### src/rtl/read_rw_issue.sv
// Read-issue stage of the RW pipeline: allocates a thread per task, reads the data-array line
// and hands {task, object, cq_slot, thread} to the write stage; undo restores bypass the read.
package read_rw_issue_pkg;
    typedef logic [3:0]   thread_id_t;
    typedef logic [7:0]   cq_slice_slot_t;
    typedef logic [511:0] object_t;

    typedef enum logic [1:0] {
        TASK_TYPE_READ,
        TASK_TYPE_WRITE,
        TASK_TYPE_RMW,
        TASK_TYPE_UNDO_LOG_RESTORE
    } task_type_t;

    typedef struct packed {
        task_type_t  ttype;
        logic [31:0] locale;
        logic [31:0] ts;
    } task_t;

    typedef struct packed {
        task_t          task_desc;
        object_t        object;
        cq_slice_slot_t cq_slot;
        thread_id_t     thread;
    } rw_write_t;

    typedef struct packed {
        logic        valid;
        logic        write;
        logic [7:0]  addr;
        logic [31:0] wdata;
    } reg_bus_req_t;

    typedef struct packed {
        logic        rvalid;
        logic [31:0] rdata;
    } reg_bus_rsp_t;

    localparam logic [7:0] RW_BASE_ADDR = 8'h04;
endpackage

module read_rw_issue
    import read_rw_issue_pkg::*;
#(
    parameter int TILE_ID      = 0,
    parameter int N_THREADS    = 8,
    parameter int LOG_RW_WIDTH = 2
) (
    input  logic           clk,
    input  logic           rstn,
    input  logic           task_in_valid_i,
    output logic           task_in_ready_o,
    input  task_t          task_in_i,
    input  cq_slice_slot_t task_in_cq_slot_i,
    input  object_t        task_in_object_i,
    output logic           arvalid_o,
    input  logic           arready_i,
    output logic [31:0]    araddr_o,
    output thread_id_t     arid_o,
    input  logic           rvalid_i,
    output logic           rready_o,
    input  logic [511:0]   rdata_i,
    input  thread_id_t     rid_i,
    output logic           out_valid_o,
    input  logic           out_ready_i,
    output rw_write_t      out_o,
    input  logic           unlock_locale_i,
    input  thread_id_t     unlock_thread_i,
    input  reg_bus_req_t   reg_bus_i,
    output reg_bus_rsp_t   reg_bus_o
);
    if (N_THREADS < 1 || N_THREADS > 2 ** $bits(thread_id_t) || TILE_ID < 0 ||
        LOG_RW_WIDTH < 2 || LOG_RW_WIDTH > 6) begin : g_bad_params
        $error("read_rw_issue: invalid parameters");
    end

    localparam int      ObjW    = 8 << LOG_RW_WIDTH;
    localparam object_t ObjMask = (ObjW >= 512) ? '1 : ((object_t'(1) << ObjW) - object_t'(1));

    typedef struct packed {
        task_t          task_desc;
        cq_slice_slot_t cq_slot;
    } entry_t;

    logic [N_THREADS-1:0] busy_q, busy_d;
    entry_t               table_q [N_THREADS];
    logic                 out_valid_q, out_valid_d;
    rw_write_t            out_q, out_d;
    logic [31:0]          base_q, base_d;
    reg_bus_rsp_t         reg_rsp_q, reg_rsp_d;

    logic        anyFree, isUndo, outFree, arFire, rFire, rHit, rHitBusy, undoAccept;
    thread_id_t  allocId;
    entry_t      rEntry;
    logic [31:0] inFlight;
    logic [5:0]  rByteOff;
    object_t     rObject;
    logic        unusedBits;

    // Lowest-index free thread wins allocation; the same scan counts in-flight threads.
    always_comb begin
        anyFree  = 1'b0;
        allocId  = '0;
        inFlight = '0;
        for (int i = N_THREADS - 1; i >= 0; i--) begin
            if (!busy_q[i]) begin
                anyFree = 1'b1;
                allocId = thread_id_t'(i);
            end
            inFlight = inFlight + 32'(busy_q[i]);
        end
    end

    always_comb begin
        rHitBusy = 1'b0;
        rEntry   = '0;
        for (int i = 0; i < N_THREADS; i++) begin
            if (rid_i == thread_id_t'(i)) begin
                rHitBusy = busy_q[i];
                rEntry   = table_q[i];
            end
        end
    end

    assign isUndo          = (task_in_i.ttype == TASK_TYPE_UNDO_LOG_RESTORE);
    assign outFree         = !out_valid_q || out_ready_i;
    assign rready_o        = outFree;
    assign rFire           = rvalid_i && outFree;
    assign rHit            = rFire && rHitBusy;
    assign arvalid_o       = rstn && task_in_valid_i && !isUndo && anyFree;
    assign arFire          = arvalid_o && arready_i;
    // A response taking the output register this cycle pushes any undo restore back a cycle.
    assign undoAccept      = rstn && task_in_valid_i && isUndo && anyFree && outFree && !rFire;
    assign task_in_ready_o = arFire || undoAccept;
    assign araddr_o        = base_q + (task_in_i.locale << LOG_RW_WIDTH);
    assign arid_o          = allocId;
    assign rByteOff        = 6'(rEntry.task_desc.locale << LOG_RW_WIDTH);
    assign rObject         = (rdata_i >> {rByteOff, 3'b000}) & ObjMask;
    assign unusedBits      = ^reg_bus_i.wdata[31:30];

    always_comb begin
        busy_d      = busy_q;
        out_valid_d = out_valid_q;
        out_d       = out_q;
        base_d      = base_q;
        for (int i = 0; i < N_THREADS; i++) begin
            if (unlock_locale_i && unlock_thread_i == thread_id_t'(i)) busy_d[i] = 1'b0;
            if ((arFire || undoAccept) && allocId == thread_id_t'(i)) busy_d[i] = 1'b1;
        end
        if (rHit) begin
            out_valid_d       = 1'b1;
            out_d.task_desc   = rEntry.task_desc;
            out_d.object      = rObject;
            out_d.cq_slot     = rEntry.cq_slot;
            out_d.thread      = rid_i;
        end else if (undoAccept) begin
            out_valid_d       = 1'b1;
            out_d.task_desc   = task_in_i;
            out_d.object      = task_in_object_i;
            out_d.cq_slot     = task_in_cq_slot_i;
            out_d.thread      = allocId;
        end else if (out_ready_i) begin
            out_valid_d = 1'b0;
        end
        if (reg_bus_i.valid && reg_bus_i.write && reg_bus_i.addr == RW_BASE_ADDR)
            base_d = {reg_bus_i.wdata[29:0], 2'b00};
        reg_rsp_d.rvalid = arvalid_o;
        reg_rsp_d.rdata  = inFlight;
    end

    always_ff @(posedge clk) begin
        if (!rstn) begin
            busy_q      <= '0;
            out_valid_q <= 1'b0;
            out_q       <= '0;
            base_q      <= '0;
            reg_rsp_q   <= '0;
        end else begin
            busy_q      <= busy_d;
            out_valid_q <= out_valid_d;
            out_q       <= out_d;
            base_q      <= base_d;
            reg_rsp_q   <= reg_rsp_d;
        end
    end

    // The task table needs no reset: an entry is only read while its thread is busy.
    always_ff @(posedge clk) begin
        for (int i = 0; i < N_THREADS; i++) begin
            if (arFire && allocId == thread_id_t'(i)) begin
                table_q[i].task_desc <= task_in_i;
                table_q[i].cq_slot   <= task_in_cq_slot_i;
            end
        end
    end

    assign out_valid_o = out_valid_q;
    assign out_o       = out_q;
    assign reg_bus_o   = reg_rsp_q;
endmodule

### config.mk
export PLATFORM = sky130hd
export DESIGN_NAME = read_rw_issue
export DESIGN_NICKNAME = d
export VERILOG_FILES = /design/src/rtl/read_rw_issue.sv
export SDC_FILE = /design/constraint.sdc
export NUM_CORES = 2
export LEC_CHECK = 0
export CAP_MARGIN = 5
export CELL_PAD_IN_SITES_DETAIL_PLACEMENT = 1
export CELL_PAD_IN_SITES_GLOBAL_PLACEMENT = 2
export CORE_AREA = 2 2 711 713
export DETAILED_ROUTE_END_ITERATION = 8
export DIE_AREA = 0 0 713 715
export GPL_ROUTABILITY_DRIVEN = 0
export PLACE_DENSITY_LB_ADDON = 0.1
export SETUP_SLACK_MARGIN = 0.4
export SYNTH_ARGS = -nofsm -noshare
export SYNTH_HDL_FRONTEND = slang
export SYNTH_SLANG_ARGS = --single-unit
export TNS_END_PERCENT = 50
### constraint.sdc
create_clock -name clk -period 28.2 [get_ports clk]
set_input_delay 4.23 -clock clk [delete_from_list [all_inputs] [get_ports clk]]
set_output_delay 4.23 -clock clk [all_outputs]
set_load 0.05 [all_outputs]
==> out/metrics.csv <==
metric;value;unit
status;completed;
drt total wl;432;mm
clock power share;49.8;%
library cells used by synthesis;84;
Core Area;503000;um^2
first drt pass iteration count;5;
FMAX;76.1;MHz
Worst-Skew Late Latency;0.91;ns
peak supply drop;45.8;uV
commonest non-fill, non-tap cell in the layout;clkdlybuf4s50_1;
setup repair bufs after CTS;0;
clk buf depth;4;
Seq pwr share;39.3;%
via count;47300;
dpl hpwl;332;mm
Post-CTS Resized;0;
die area;510000;um^2
Total GRT Usage;16.2;%
# port buffers;1784;
crit path max-delay cell type;clkdlybuf4s50_1;
combinational share of power;11.0;%
leading area contributor after synthesis;edfxtp_1;
CP most frequent cell;clkdlybuf4s50_1;
Rows;261;
final core utilization;16.2;%
Fill cells;57700;
leak pwr;25.8;nW
final critical-path required period;13.15;ns
Layout Cells excl Fill;13400;
power per cell area;59.0;nW/um^2
Pint;3.50;mW
FF+latch count, synth;1226;
Inserted Clock Buffers;188;
Slowest Stage Delay on Critical Path;0.88;ns
post-route ant nets;0;
dominant synthesized flop cell;dfxtp_1;
layout cells sized above 1;7.18;%
Die X-Extent;713;um
Req. time, crit path;23.97;ns
Slew @ Worst Pin;1.43;ns
pin count of the biggest net entering global routing;172;
Final period util;46.6;%
FFs w/ async S/R, synth;0;%
setup violators final;0;
Final Max Tran Viols;0;
CP delay by family, top;compound AO/OA/AOI/OAI gates;
switching power;1.32;mW
routed len/inst;32.1;um
total grt overflow;0;
DRC Markers;0;
CP max FO;10;
clock transition at the registers of the reported paths;0.05;ns
setup_tns;0;ns
RSZ-0062 raised after global routing;false;
Syn-to-layout area delta;63.1;%
Initial Utilization;9.96;%
CTS tree;done;
Hold Path Class;reg2reg;
Final Hold Viols;0;
synth warn;0;
Max transition margin;4.72;%
CP Buf/Inv Count;4;
clock net sink count;1226;
worst-path cell chain;clkdlybuf4s50_1, buf_4, ha_1, inv_1, fa_1, nor2b_1, o31a_1, o22ai_1, o21ai_1, a211oi_1, o31ai_1, a21oi_1, xnor2_1, clkdlybuf4s50_1;
number of vias per cell;3.52;
placed cells;13000;
Area contributors post-synth;edfxtp_1 (35%), dfxtp_1 (25%), nand2_1 (9.5%);
IO Pins;1818;
Die H;715;um
root buffer cell;clkbuf_16;
nets;7715;
Post-synth EDFFs;592;
CTS hold repair buffers;0;
Crit Path Class;in2out;
synthesized area;50100;um^2
MaxCap Viol Count;0;
synthesized area per cell;10.4;um^2
Worst Path Arrival;8.92;ns
vias in the first global route;48400;
initial antenna violation count;308;
Iter 0 DRT Violations;2656;
first-pass GRT wire length;546;mm
clock skew after layout;0.0737;ns
Critical Path End Type;primary output;
Sw Ratio;27.4;%
sequential area share after synthesis;60.8;%
CP startpoint kind;input pin;
cells after synthesis;4833;
top cell type's share of synthesized area;35.5;%
H-tree Lvls;4;
most frequent cells in the layout;clkdlybuf4s50_1 (1781), nand2_1 (1261), dfxtp_1 (634), edfxtp_1 (592), a21oi_1 (565);
-- power by group through the flow --
| stage | logic [mW] | clock network (mW) | registers, mW |
|---|---|---|---|
| 2_1_floorplan | 0.160 | 0 | 1.97 |
| 3_3_place_gp | 0.542 | 0 | 1.93 |
| 3_5_place_dp | 0.544 | 0 | 1.93 |
| 4_1_cts | 0.546 | 2.52 | 1.89 |
| 5_1_grt | 0.566 | 2.56 | 1.89 |
| 6_report | 0.528 | 2.40 | 1.89 |
-- final cells by class --
type | instances | area [um^2] | share of cell area [%]
Clock buffer | 263 | 5190 | 6.35
Multi-Input combinational cell | 3194 | 17900 | 21.9
Timing Repair Buffer | 1880 | 18600 | 22.8
Inverter | 33 | 131 | 0.161
Clock inverter | 76 | 842 | 1.03
Antenna cell | 62 | 155 | 0.190
Sequential cell | 1226 | 30500 | 37.3
Tap cell | 6706 | 8390 | 10.3
-- sequential cells by signal, summed over array words and instances (netlist names) --
name,flops
base_q,30
busy_q,8
out_o,590
out_valid_o,1
reg_bus_o,5
table_q,592
-- cell usage after synthesis, types with 53 or more instances --
| cell type | count |
|---|---|
| a22oi_1 | 144 |
| o21ai_0 | 53 |
| a31oi_1 | 108 |
| nand3_1 | 231 |
| nand2_1 | 1262 |
| edfxtp_1 | 592 |
| a221oi_1 | 143 |
| a22o_1 | 68 |
| nor2_1 | 142 |
| a21oi_1 | 565 |
| dfxtp_1 | 634 |
| buf_2 | 120 |
| clkbuf_1 | 219 |
-- logic make-up (layout without fill, tap and decap cells) --
family                     Yosys count  count (layout)  share of synthesized area [%]
muxes                               75              75                           2.31
other                                1              93                        0.00749
xor gates and xnor gates            26              26                          0.455
adders and majority gates           37              37                          0.999
buffers and inverters              443            2252                           4.07
AOI/OAI and AO/OA                 1280            1280                           17.0
DFF                               1226            1226                           60.8
and+or+nand+nor                   1745            1745                           14.3
-- layer usage --
metal  track usage [%]  vias up  share of wire (%)
met4              2.90      106                2.4
met5                 0        -               0.16
met1              19.7    23800                 42
met2              27.8     1798                 48
met3              5.67      668                8.3
li1                  -    21000                  -
-- through the flow --
stage	instance area [um^2]	total power, mW	hold WS, ns	setup slack, ns
2_1_floorplan	50200	2.13	0.463	14.84
3_3_place_gp	75500	2.47	0.443	14.87
3_5_place_dp	75500	2.47	0.448	14.92
4_1_cts	81600	4.96	0.455	14.89
5_1_grt	81600	5.02	0.471	14.74
6_report	81700	4.82	0.454	15.05
-- worst register-to-register path, cell delays in order (launching register included) --
cell and delay (ns):
dfxtp_1 0.60, nand4_1 0.17, o211ai_1 0.91, or4_4 0.62, buf_4 0.51, buf_4 0.81
buf_4 0.91, buf_4 0.99, nand2_1 0.18, a21oi_1 0.20
-- worst paths after layout --
kind                                      to  slack [ns]          start  cells after the start
worst max-delay path            araddr_o[24]       15.05  task_in_i[32]                     14
worst min-delay path              out_o[385]        0.45     out_o[385]                      2
worst max register to register    out_o[199]       22.18      busy_q[1]                      9
worst min register to register    out_o[385]        0.45     out_o[385]                      2
Note: power is estimated with default switching activity, not from simulation.
